## src/rtl/alu_seq_if.sv

```systemverilog
// Control-unit / accumulator connection of the sequential ALU.
// The master drives the request and operands. The slave (the ALU) returns the
// result, the write strobe and the status flags.
interface alu_seq_if #(
  parameter int reg_width = 12
);
  logic                 start;
  logic [2:0]           op;
  logic [reg_width-1:0] ac_val;
  logic [reg_width-1:0] bus_val;
  logic [reg_width-1:0] result;
  logic                 ac_write_en;
  logic                 busy;
  logic                 done;
  logic                 z_flag;
  logic                 c_flag;

  modport master (
    output start, op, ac_val, bus_val,
    input  result, ac_write_en, busy, done, z_flag, c_flag
  );

  modport slave (
    input  start, op, ac_val, bus_val,
    output result, ac_write_en, busy, done, z_flag, c_flag
  );
endinterface

```

## src/rtl/alu_seq.sv

```systemverilog
// Sequential ALU with a shift-add multiplier.
// Operands are latched on start. Single-cycle ops pass through EXEC.
// MUL runs reg_width shift-add steps and then uses one EXEC cycle to format
// the product. FIN is a one-cycle completion state that drives done and the
// accumulator write strobe. All outputs are registered.
module alu_seq #(
  parameter int reg_width = 12
) (
  input  logic      clk,
  input  logic      reset,
  alu_seq_if.slave  bus
);
  localparam int W  = reg_width;
  localparam int CW = $clog2(W + 1);

  localparam logic [2:0] OP_LOAD = 3'b000;
  localparam logic [2:0] OP_ADD  = 3'b001;
  localparam logic [2:0] OP_SUB  = 3'b010;
  localparam logic [2:0] OP_INC  = 3'b011;
  localparam logic [2:0] OP_MUL  = 3'b100;
  localparam logic [2:0] OP_AND  = 3'b101;
  localparam logic [2:0] OP_CLR  = 3'b110;
  localparam logic [2:0] OP_NOP  = 3'b111;

  typedef enum logic [1:0] {
    IDLE = 2'd0,
    EXEC = 2'd1,
    MUL  = 2'd2,
    FIN  = 2'd3
  } state_t;

  state_t          r_state;
  state_t          w_state_nxt;
  logic [2:0]      r_op;
  logic [W-1:0]    r_a;
  logic [W-1:0]    r_b;
  logic [W-1:0]    r_mplier;
  logic [2*W-1:0]  r_mcand;
  logic [2*W-1:0]  r_prod;
  logic [CW-1:0]   r_cnt;
  logic [W-1:0]    r_result;
  logic            r_we;
  logic            r_busy;
  logic            r_done;
  logic            r_z;
  logic            r_c;
  logic [W:0]      w_sum;
  logic [W-1:0]    w_res;
  logic            w_carry;
  logic            w_mul_last;

  // The last multiplier bit is processed when the step counter reaches W-1.
  assign w_mul_last = (r_cnt == CW'(W - 1));

  // State register; reset forces IDLE and aborts any operation in flight.
  always_ff @(posedge clk) begin
    if (reset) begin
      r_state <= IDLE;
    end else begin
      r_state <= w_state_nxt;
    end
  end

  // Next-state logic; start is only looked at in IDLE, so nothing is queued.
  always_comb begin
    w_state_nxt = r_state;
    case (r_state)
      IDLE: begin
        if (bus.start) begin
          w_state_nxt = (bus.op == OP_MUL) ? MUL : EXEC;
        end else begin
          w_state_nxt = IDLE;
        end
      end
      EXEC: w_state_nxt = FIN;
      MUL: begin
        if (w_mul_last) begin
          w_state_nxt = EXEC;
        end else begin
          w_state_nxt = MUL;
        end
      end
      FIN:     w_state_nxt = IDLE;
      default: w_state_nxt = IDLE;
    endcase
  end

  // Result and flag computation from the latched operands (or from the product for MUL).
  always_comb begin
    w_sum   = '0;
    w_res   = '0;
    w_carry = 1'b0;
    case (r_op)
      OP_LOAD: w_res = r_b;
      OP_ADD: begin
        w_sum   = {1'b0, r_a} + {1'b0, r_b};
        w_res   = w_sum[W-1:0];
        w_carry = w_sum[W];
      end
      OP_SUB: begin
        // The extra top bit of the difference is the borrow (set when ac < bus).
        w_sum   = {1'b0, r_a} - {1'b0, r_b};
        w_res   = w_sum[W-1:0];
        w_carry = w_sum[W];
      end
      OP_INC: begin
        w_sum   = {1'b0, r_a} + {{W{1'b0}}, 1'b1};
        w_res   = w_sum[W-1:0];
        w_carry = w_sum[W];
      end
      OP_MUL: begin
        w_res   = r_prod[W-1:0];
        w_carry = |r_prod[2*W-1:W];
      end
      OP_AND: w_res = r_a & r_b;
      OP_CLR: w_res = '0;
      OP_NOP: begin
        w_res   = r_result;
        w_carry = r_c;
      end
      default: begin
        w_res   = '0;
        w_carry = 1'b0;
      end
    endcase
  end

  // Latch the operands on an accepted start, then run one shift-add step per MUL cycle.
  always_ff @(posedge clk) begin
    if (reset) begin
      r_op     <= '0;
      r_a      <= '0;
      r_b      <= '0;
      r_mplier <= '0;
      r_mcand  <= '0;
      r_prod   <= '0;
      r_cnt    <= '0;
    end else begin
      case (r_state)
        IDLE: begin
          if (bus.start) begin
            r_op     <= bus.op;
            r_a      <= bus.ac_val;
            r_b      <= bus.bus_val;
            r_mcand  <= {{W{1'b0}}, bus.ac_val};
            r_mplier <= bus.bus_val;
            r_prod   <= '0;
            r_cnt    <= '0;
          end
        end
        MUL: begin
          if (r_mplier[0]) begin
            r_prod <= r_prod + r_mcand;
          end
          r_mcand  <= r_mcand << 1;
          r_mplier <= r_mplier >> 1;
          r_cnt    <= r_cnt + CW'(1);
        end
        default: begin
        end
      endcase
    end
  end

  // Registered outputs. Strobes are derived from the next state; result and flags are captured when leaving EXEC.
  always_ff @(posedge clk) begin
    if (reset) begin
      r_busy   <= 1'b0;
      r_done   <= 1'b0;
      r_we     <= 1'b0;
      r_result <= '0;
      r_z      <= 1'b0;
      r_c      <= 1'b0;
    end else begin
      r_busy <= (w_state_nxt == EXEC) || (w_state_nxt == MUL);
      r_done <= (w_state_nxt == FIN);
      r_we   <= (w_state_nxt == FIN) && (r_op != OP_NOP);
      if ((r_state == EXEC) && (r_op != OP_NOP)) begin
        r_result <= w_res;
        r_z      <= (w_res == '0);
        r_c      <= w_carry;
      end
    end
  end

  assign bus.result      = r_result;
  assign bus.ac_write_en = r_we;
  assign bus.busy        = r_busy;
  assign bus.done        = r_done;
  assign bus.z_flag      = r_z;
  assign bus.c_flag      = r_c;
endmodule
```

## src/flat_wrapper.sv

```systemverilog
// flat-port wrapper written by rule: the top's interface ports become plain ports
module alu_seq_flat 
#(
  parameter int reg_width = 12
)
  (clk, reset, bus_start, bus_op, bus_ac_val, bus_bus_val, bus_result, bus_ac_write_en, bus_busy, bus_done, bus_z_flag, bus_c_flag);
  alu_seq_if #(.reg_width(reg_width)) bus_i ();
  input  logic clk;
  input  logic reset;
  input wire logic [$bits(bus_i.start)-1:0] bus_start;
  input wire logic [$bits(bus_i.op)-1:0] bus_op;
  input wire logic [$bits(bus_i.ac_val)-1:0] bus_ac_val;
  input wire logic [$bits(bus_i.bus_val)-1:0] bus_bus_val;
  output wire logic [$bits(bus_i.result)-1:0] bus_result;
  output wire logic [$bits(bus_i.ac_write_en)-1:0] bus_ac_write_en;
  output wire logic [$bits(bus_i.busy)-1:0] bus_busy;
  output wire logic [$bits(bus_i.done)-1:0] bus_done;
  output wire logic [$bits(bus_i.z_flag)-1:0] bus_z_flag;
  output wire logic [$bits(bus_i.c_flag)-1:0] bus_c_flag;
  assign bus_i.start = bus_start;
  assign bus_i.op = bus_op;
  assign bus_i.ac_val = bus_ac_val;
  assign bus_i.bus_val = bus_bus_val;
  assign bus_result = bus_i.result;
  assign bus_ac_write_en = bus_i.ac_write_en;
  assign bus_busy = bus_i.busy;
  assign bus_done = bus_i.done;
  assign bus_z_flag = bus_i.z_flag;
  assign bus_c_flag = bus_i.c_flag;
  alu_seq #(.reg_width(reg_width)) u_core (.clk(clk), .reset(reset), .bus(bus_i));
endmodule
```

## config.mk

```make
export PLATFORM = sky130hd
export DESIGN_NAME = alu_seq_flat
export DESIGN_NICKNAME = d
export VERILOG_FILES = /design/src/rtl/alu_seq_if.sv /design/src/rtl/alu_seq.sv /design/src/flat_wrapper.sv
export SDC_FILE = /design/constraint.sdc
export NUM_CORES = 1
export LEC_CHECK = 0
export BUFFER_PORTS_ARGS = -buffer_cell sky130_fd_sc_hd__buf_2
export CAP_MARGIN = 0
export CORE_UTILIZATION = 56
export DETAILED_ROUTE_END_ITERATION = 8
export PLACE_DENSITY = 0.88
export SLEW_MARGIN = 15
export SYNTH_ARGS = -nofsm -noshare
export SYNTH_HDL_FRONTEND = slang
export SYNTH_SLANG_ARGS = --single-unit
```

## constraint.sdc

```tcl
create_clock -name clk -period 2.8 [get_ports clk]
set_input_delay 0.84 -clock clk [delete_from_list [all_inputs] [get_ports clk]]
set_output_delay 0.84 -clock clk [all_outputs]
set_load 0.01 [all_outputs]
```

[Yosys cells after proc, flatten, opt, wreduce, memory -nomap -nowiden]
Index checks and enable logic that the tools add are counted.
Word-level totals
  register bits: 110
  output and inout port bits: 17
  word-level logic and storage cells: 66
Operators by class
  $add $sub $neg: 5
  equal/unequal tests: 18
  muxes and demuxes: 15
  bitwise gates (word level): 2
  reductions and logical operators: 12
Operator list (number)
  $pmux 12 s8: 1
  $pmux 24 s2: 2
  $mux 24: 3
  $add 24x24->24: 1
  $pmux 12 s2: 1
  $eq 3x3->1 const B: 5
  $add 12x1->13 const B: 1
  $add 12x12->13: 1
  $sub 12x12->13: 1
  $and 12x12->12: 1
  $logic_not 12->1: 1
  $mux 12: 1
  $reduce_or 12->1: 1
  $eq 2x2->1 const B: 4
  $pmux 2 s4: 1
  $pmux 4 s2: 1
  $eq 3x2->1 const B: 2
  $mux 2: 3
  $reduce_and 2->1: 3
  $pmux 1 s5: 1
  $add 4x1->4 const B: 1
  $eq 2x1->1 const B: 2
  $eq 4x4->1 const B: 1
  $mux 4: 1
  other kinds (11): 12

[Depth between registers and ports, before layout]
Gate-level depths: netlist (run 1).
  depth in word-level cells: 6
  depth in mapped cells: 12
  gate-level depth less buffers: 12

[Worst setup path after synthesis (run 1)]
OpenSTA, ideal clock, no wires.
  path type: flip-flop to flip-flop
  from: reg u_core.r_prod[0]
  to: reg u_core.r_prod[22]
  arrival time: 2.552 ns
  setup slack: 0.186 ns
  cell stages (with the launch flop): 11
  path buffers: 0
  period minus slack after synthesis: 2.614 ns
  cell sequence: dfxtp_1 ha_1 fa_1 a21o_1 a21o_1 a2111oi_4 o211ai_2 nand2_2 o21ai_2 or4b_1 nand3_1
Between the ends
  longest elaborated chain between the ends: 3
Ends and longest elaborated chain
  from (decl): RTL line alu_seq.sv:39  | logic [2*W-1:0] r_prod;
  from (signal assigned): RTL line alu_seq.sv:153  | r_prod <= r_prod + r_mcand;
  $add 24x24->24: RTL line alu_seq.sv:153
  $mux 24: RTL line alu_seq.sv:152  | if (r_mplier[0]) begin
  $pmux 24 s2: RTL line alu_seq.sv:139  | case (r_state)
No other way between the ends. The select of a mux whose other input is x is not followed.
A chain may end at the register's enable or synchronous reset.

[Worst setup path after layout (run 1)]
Same ends and word-level chain as after synthesis.

==> flow_summary.ini, run 1 <==
[yosys]
synth_flop_cell = dfxtp_1
synth_cells = 925
syn_nets = 1007
yosys.area.top_type_share_pct = 30.86
syn_avg_cell_area_sq_um = 7.716
synth_area_sq_um = 7137
ys_top_cells_by_area = dfxtp_1 31%, ha_1 8.6%, nand2_1 7.9%, a21oi_1 6.1%, nor2_1 4.3%
synth_edf_count = 0
async_reset_ff_share_pct = 0
synth_cell_types = 77
synth_most_common_cell = nand2_1
synth-seq-area-share_pct = 30.86
yosysWarnings = 0
synth_top_area_cell = dfxtp_1
netlist_top_cells_count = 151 x nand2_1, 110 x dfxtp_1, 87 x a21oi_1
synth_seq_cells = 110

[timing]
fin_crit_sh_pct = 97.06
skew_ns = 0.008803
slew_viol_final = 0
slew_headroom_pct = 48.81
final-setup-viol-count = 0
hold_viol = 0
fin_ws_ns = 0.08240
max_freq_ghz = 0.3680
fin_crit_ns = 2.718
tightest_slew_ns = 0.7678
fin_setup_tns_ns = 0

[routing]
detail_route.wl_per_cell_microns = 17.82
ant_nets = 0
num_vias = 7250
route.detailed.drc = 0
first_iter_violations = 623
first_pass_iters = 6
totalWireLength_microns = 20530
via_per_inst = 6.293

[clocking]
clk_pin_slew_ns = 0.08
cts_hold_buf = 0
cts-root-buf = clkbuf_16
cts_buffer_depth = 2
h-tree-depth = 3
cts_tree = built
cts_buffers = 9
insertion_delay_ns = 0.37
cts.sink_count = 110

[setup_path]
crit_path_end_kind = register
critPathBufInv = 0
critical-path-max-stage-delay_ns = 0.46
arrival_ns = 3.03
cpLargestDelayFamily = compound AO/OA/AOI/OAI gates
crit_chain = ha_2, fa_2, a21o_1, a21o_1, a2111oi_4, o211ai_2, nand2_2, o21ai_2, or4b_1, nand3_1
critPathSlowestCell = a2111oi_4
worst-path-max-fanout = 4
cp.required_ns = 3.11
path_class = reg2reg
cp-start-kind = register
crit_path_frequent_cell = a21o_1

[finish]
num-fill-cells = 988
drive_gt1_share_pct = 14.43
area_delta_synth_final_pct = 13.71
n_antenna_cell = 0
fin_nets = 1061

[status]
status = finished, final reports clean

[die]
start_util_pct = 58.44
die_x_microns = 114.9
io_pins = 47
coreArea_sq_um = 12210
rows = 40
die-height_microns = 114.9
die_area_sq_um = 13200

[min_path]
hp-class = reg2reg

[place]
gp_congestion = 1.002
portBuffers = 46
hpwl_microns = 15130
dpl_worst_slack_ns = -0.03950

[global_routing]
grt_pass1_wl_microns = 33130
grt_max_degree = 74
antenna_found_initial = 0
grt-ovfl-total = 0
grt_pass1_vias = 6685
grt_usage_pct = 31.98

[power_and_ir_drop]
leakage_nw = 3.285
powerDensity_nw_per_um2 = 502.8
irDropWorstVdd_v = 0.0004635

[flow_run]
cap_violations = 0
==> worst reg2reg max path, stage by stage (launching register included) <==
cell       delay, ns
dfxtp_1         0.35
ha_2            0.22
fa_2            0.35
a21o_1          0.16
a21o_1          0.23
a2111oi_4       0.46
o211ai_2        0.15
nand2_2         0.12
o21ai_2         0.07
or4b_1          0.46
nand3_1         0.10
==> placed cells by master, fill, tap and decap left out, types with 4 or more instances in the layout <==
master	count
o21ai_1	7
nor4_1	6
and2_1	5
nand2_1	151
dfxtp_1	108
a21o_1	13
or3_1	6
nand2b_1	16
buf_4	51
o32ai_2	4
nor3_1	21
o21ai_0	23
a211oi_1	10
nor2b_1	9
inv_1	25
nand3b_1	7
a41oi_1	6
o211ai_1	4
buf_2	45
or3b_1	4
a31oi_1	33
and4_1	5
nand3_1	31
a22oi_1	17
o221ai_1	7
nor2_1	81
o31ai_1	5
clkbuf_16	9
xor2_1	12
o21a_1	4
xnor2_1	19
mux2i_1	12
ha_1	47
and3_1	7
a211oi_2	4
o21bai_1	4
a21oi_1	87
==> report_power, final <==
part | switching (mW) | internal (mW) | total (mW) | leakage, nW
Combinational | 0.629 | 0.405 | 1.03 | 2.24
Sequential | 0.0873 | 1.65 | 1.73 | 0.896
Clock | 0.659 | 0.655 | 1.31 | 0.145
Total | 1.37 | 2.71 | 4.08 | 3.29
==> state kept, by name, indices dropped and copies added (netlist names), 3 cells and up <==
signal / flops
u_core.r_mcand: 24
u_core.r_prod: 24
u_core.bus.result: 12
u_core.r_a: 12
u_core.r_b: 12
u_core.r_mplier: 12
u_core.r_cnt: 4
u_core.r_op: 3
==> area by class of cell <==
cell class	count	area, sq um	area share (%)
clock inverters	6	58.81	0.7246
clock buffers	10	239.0	2.945
flip-flops and latches	110	2205	27.17
inverters	25	93.84	1.156
multi-input cells	736	4681	57.68
well taps	168	210.2	2.590
repair buffers	97	628.1	7.740
==> what timing repair did <==
| item | in CTS | in global routing |
|---|---|---|
| setup endpoints to repair | 3 | 11 |
| resized for setup | 2 | 12 |
| buffers inserted | 0 | 4 |
| pin swaps | 1 | 5 |
==> logic make-up (layout without fill, tap and decap cells) <==
| group | count (synthesis) | in the layout | synth area share, % |
|---|---|---|---|
| xor gates and xnor gates | 31 | 31 | 3.804 |
| adders and majority gates | 53 | 53 | 9.572 |
| AOI/OAI and AO/OA | 269 | 269 | 25.26 |
| muxes | 13 | 13 | 1.841 |
| buffers and inverters | 79 | 138 | 4.541 |
| DFF | 110 | 110 | 30.86 |
| and+or+nand+nor | 370 | 370 | 24.12 |
==> metal layers <==
metal  track usage [%]  routed length, microns  up-vias
met5                 0                       0        -
met4             13.59                     671        0
met3             7.380                    1832       69
met2             51.65                    9485      336
met1             41.00                    8537     3399
li1                  -                       -     3446
==> through the flow <==
step / instance area, sq um / total power [mW] / instances / utilization [%] / hold WS, ns
after floorplan: 7137 / 2.405 / 925 / - / 0.4366
after global placement: 7720 / 2.719 / 1132 / 63.22 / 0.4439
after detailed placement: 7720 / 2.739 / 1132 / 63.22 / 0.4507
after CTS: 8029 / 4.043 / 1148 / 65.75 / 0.4627
after global routing: 8115 / 4.254 / 1152 / 66.45 / 0.4914
final: 8115 / 4.080 / 1152 / 66.45 / 0.4667
==> worst paths after layout <==
kind | start | endpoint | slack [ns] | depth (start not counted)
max reg2reg | u_core.r_prod[0] | u_core.r_prod[22] | 0.08 | 10
min | u_core.r_mplier[11] | u_core.r_mplier[11] | 0.47 | 2
max | u_core.r_prod[0] | u_core.r_prod[22] | 0.08 | 10
min reg2reg | u_core.r_mplier[11] | u_core.r_mplier[11] | 0.47 | 2
(Power assumes the default switching activity.)
==> run 2: changes to the inputs <==
--- a/config.mk
+++ b/config.mk
@@ -7,9 +7,10 @@
 export LEC_CHECK = 0
 export BUFFER_PORTS_ARGS = -buffer_cell sky130_fd_sc_hd__buf_2
 export CAP_MARGIN = 0
-export CORE_UTILIZATION = 56
+export CORE_UTILIZATION = 50
 export DETAILED_ROUTE_END_ITERATION = 8
-export PLACE_DENSITY = 0.88
+export PLACE_DENSITY = 0.8
+export REMOVE_ABC_BUFFERS = 1
 export SLEW_MARGIN = 15
 export SYNTH_ARGS = -nofsm -noshare
 export SYNTH_HDL_FRONTEND = slang
==> flow_summary.ini, run 2 (same netlist as run 1, synthesis figures left out) <==
[clocking]
clk_pin_slew_ns = 0.07
cts_hold_buf = 0
cts-root-buf = clkbuf_16
cts_tree = built
cts_buffer_depth = 2
cts.sink_count = 110
insertion_delay_ns = 0.35
cts_buffers = 9
h-tree-depth = 3

[finish]
drive_gt1_share_pct = 14.52
instances_no_fill = 1158
multiInputGateArea_sq_um = 4708
fin_nets = 1055
register_area_sq_um = 2208
area_delta_synth_final_pct = 13.99
num-fill-cells = 1270
top_regs = u_core.r_mcand (24), u_core.r_prod (24)
final_common_cell = nand2_1
most-common-layout-cells = 151 x nand2_1, 107 x dfxtp_1, 85 x a21oi_1, 81 x nor2_1, 48 x ha_1
n_antenna_cell = 0
fin_util_pct = 58.61

[setup_path]
arrival_ns = 3.00
r2r_slack_ns = 0.09
crit_path_frequent_cell = inv_2
critical-path-max-stage-delay_ns = 0.47
crit_path_end_kind = register
worst-path-max-fanout = 3
r2r-end = u_core.bus.z_flag
cp.depth = 11
critPathSlowestCell = fa_1
cpLargestDelayFamily = simple AND/OR/NAND/NOR gates
reg2reg_from = u_core.r_a[0]
path_class = reg2reg
crit_end = u_core.bus.z_flag
cp.required_ns = 3.09
crit_chain = inv_2, ha_4, inv_2, fa_1, buf_4, a211oi_1, a21oi_1, nor3_1, nor4bb_4, nand4bb_1, o21ai_1
reg2reg_depth = 11
cp-startpoint = u_core.r_a[0]
cp-start-kind = register
critPathBufInv = 3

[min_path]
min_from = u_core.r_mplier[11]
hp-class = reg2reg

[die]
die-height_microns = 121.5
die_x_microns = 121.5
io_pins = 47
coreArea_sq_um = 13880
die_area_sq_um = 14760
rows = 43
start_util_pct = 51.42

[global_routing]
antenna_found_initial = 0
grt_max_degree = 119
grt_pass1_vias = 6622
grt-ovfl-total = 0
grt_usage_pct = 27.96
grt_pass1_wl_microns = 32710

[timing]
skew_ns = 0.007535
slew_viol_final = 0
fin_ws_ns = 0.09066
hold_viol = 0
fin_crit_ns = 2.709
fin_hold_ws_ns = 0.4578
rsz0062_at_grt = true
max_freq_ghz = 0.3691
slew_headroom_pct = 49.69
final-setup-viol-count = 0
tightest_slew_ns = 0.7546
fin_crit_sh_pct = 96.76

[place]
gp_congestion = 1.001
placed_cells = 1141
dpl_worst_slack_ns = -0.04780
hpwl_microns = 14780
portBuffers = 46

[power_and_ir_drop]
p_total_mw = 4.091
powerDensity_nw_per_um2 = 502.8
leakage_nw = 3.267
irDropWorstVdd_v = 0.0003542

[routing]
via_per_inst = 6.248
route.detailed.drc = 0
num_vias = 7235
detail_route.wl_per_cell_microns = 17.62
ant_nets = 0
first_pass_iters = 6
totalWireLength_microns = 20410
first_iter_violations = 784

[flow_run]
cap_violations = 0

[status]
status = finished, final reports clean
==> run 2: worst min path at each step <==
| stage | endpoint | cells after the start |
|---|---|---|
| 3_5_place_dp | u_core.r_mplier[11] | 2 |
| 2_1_floorplan | u_core.r_mplier[11] | 2 |
| 5_1_grt | u_core.r_mplier[11] | 2 |
| 3_3_place_gp | u_core.r_mplier[11] | 2 |
| 6_report | u_core.r_mplier[11] | 2 |
| 4_1_cts | u_core.r_mplier[11] | 2 |
==> run 2: repair_timing <==
action                                  in CTS  in global routing
endpoints found under the setup margin       2                 10
hold endpoints to repair                     0                  0
setup buffers                                0                  1
pin swaps                                    0                  5
gates resized for setup                      3                 19
==> run 2: per-stage QoR <==
| stage | TNS [ns] | instance area, sq um |
|---|---|---|
| after floorplan | -8.096 | 6907 |
| after global placement | 0 | 7725 |
| after detailed placement | -0.04780 | 7725 |
| after CTS | 0 | 8050 |
| after global routing | -0.1151 | 8135 |
| final | 0 | 8135 |
==> run 2: worst reg2reg max path, cell delays in order, from the launching register on <==
cell and delay [ns]:
dfxtp_2 0.34, inv_2 0.06, ha_4 0.14, inv_2 0.04
fa_1 0.47, buf_4 0.17, a211oi_1 0.20, a21oi_1 0.11
nor3_1 0.40, nor4bb_4 0.44, nand4bb_1 0.16, o21ai_1 0.13
==> run 2: layer usage <==
| metal | wire length (microns) | track usage (%) | share of wire, % |
|---|---|---|---|
| met1 | 8675 | 35.51 | 43 |
| met2 | 9722 | 46.09 | 48 |
| met3 | 1330 | 5.028 | 6.5 |
| met4 | 679 | 12.11 | 3.3 |
| met5 | 0 | 0 | 0 |
==> run 2: power breakdown <==
group	switching [mW]	total (mW)	internal, mW
Combinational	0.624	1.03	0.408
Clock	0.619	1.32	0.706
Sequential	0.0890	1.73	1.65
Total	1.33	4.09	2.76
==> run 2: final cells by class <==
cell class,instances,share of cell area [%]
inverter,25,1.153
tap,180,2.768
timing repair buffer,91,7.321
sequential,110,27.15
clock inverter,7,0.9689
clock buffer,9,2.768
multi-input combinational,736,57.87
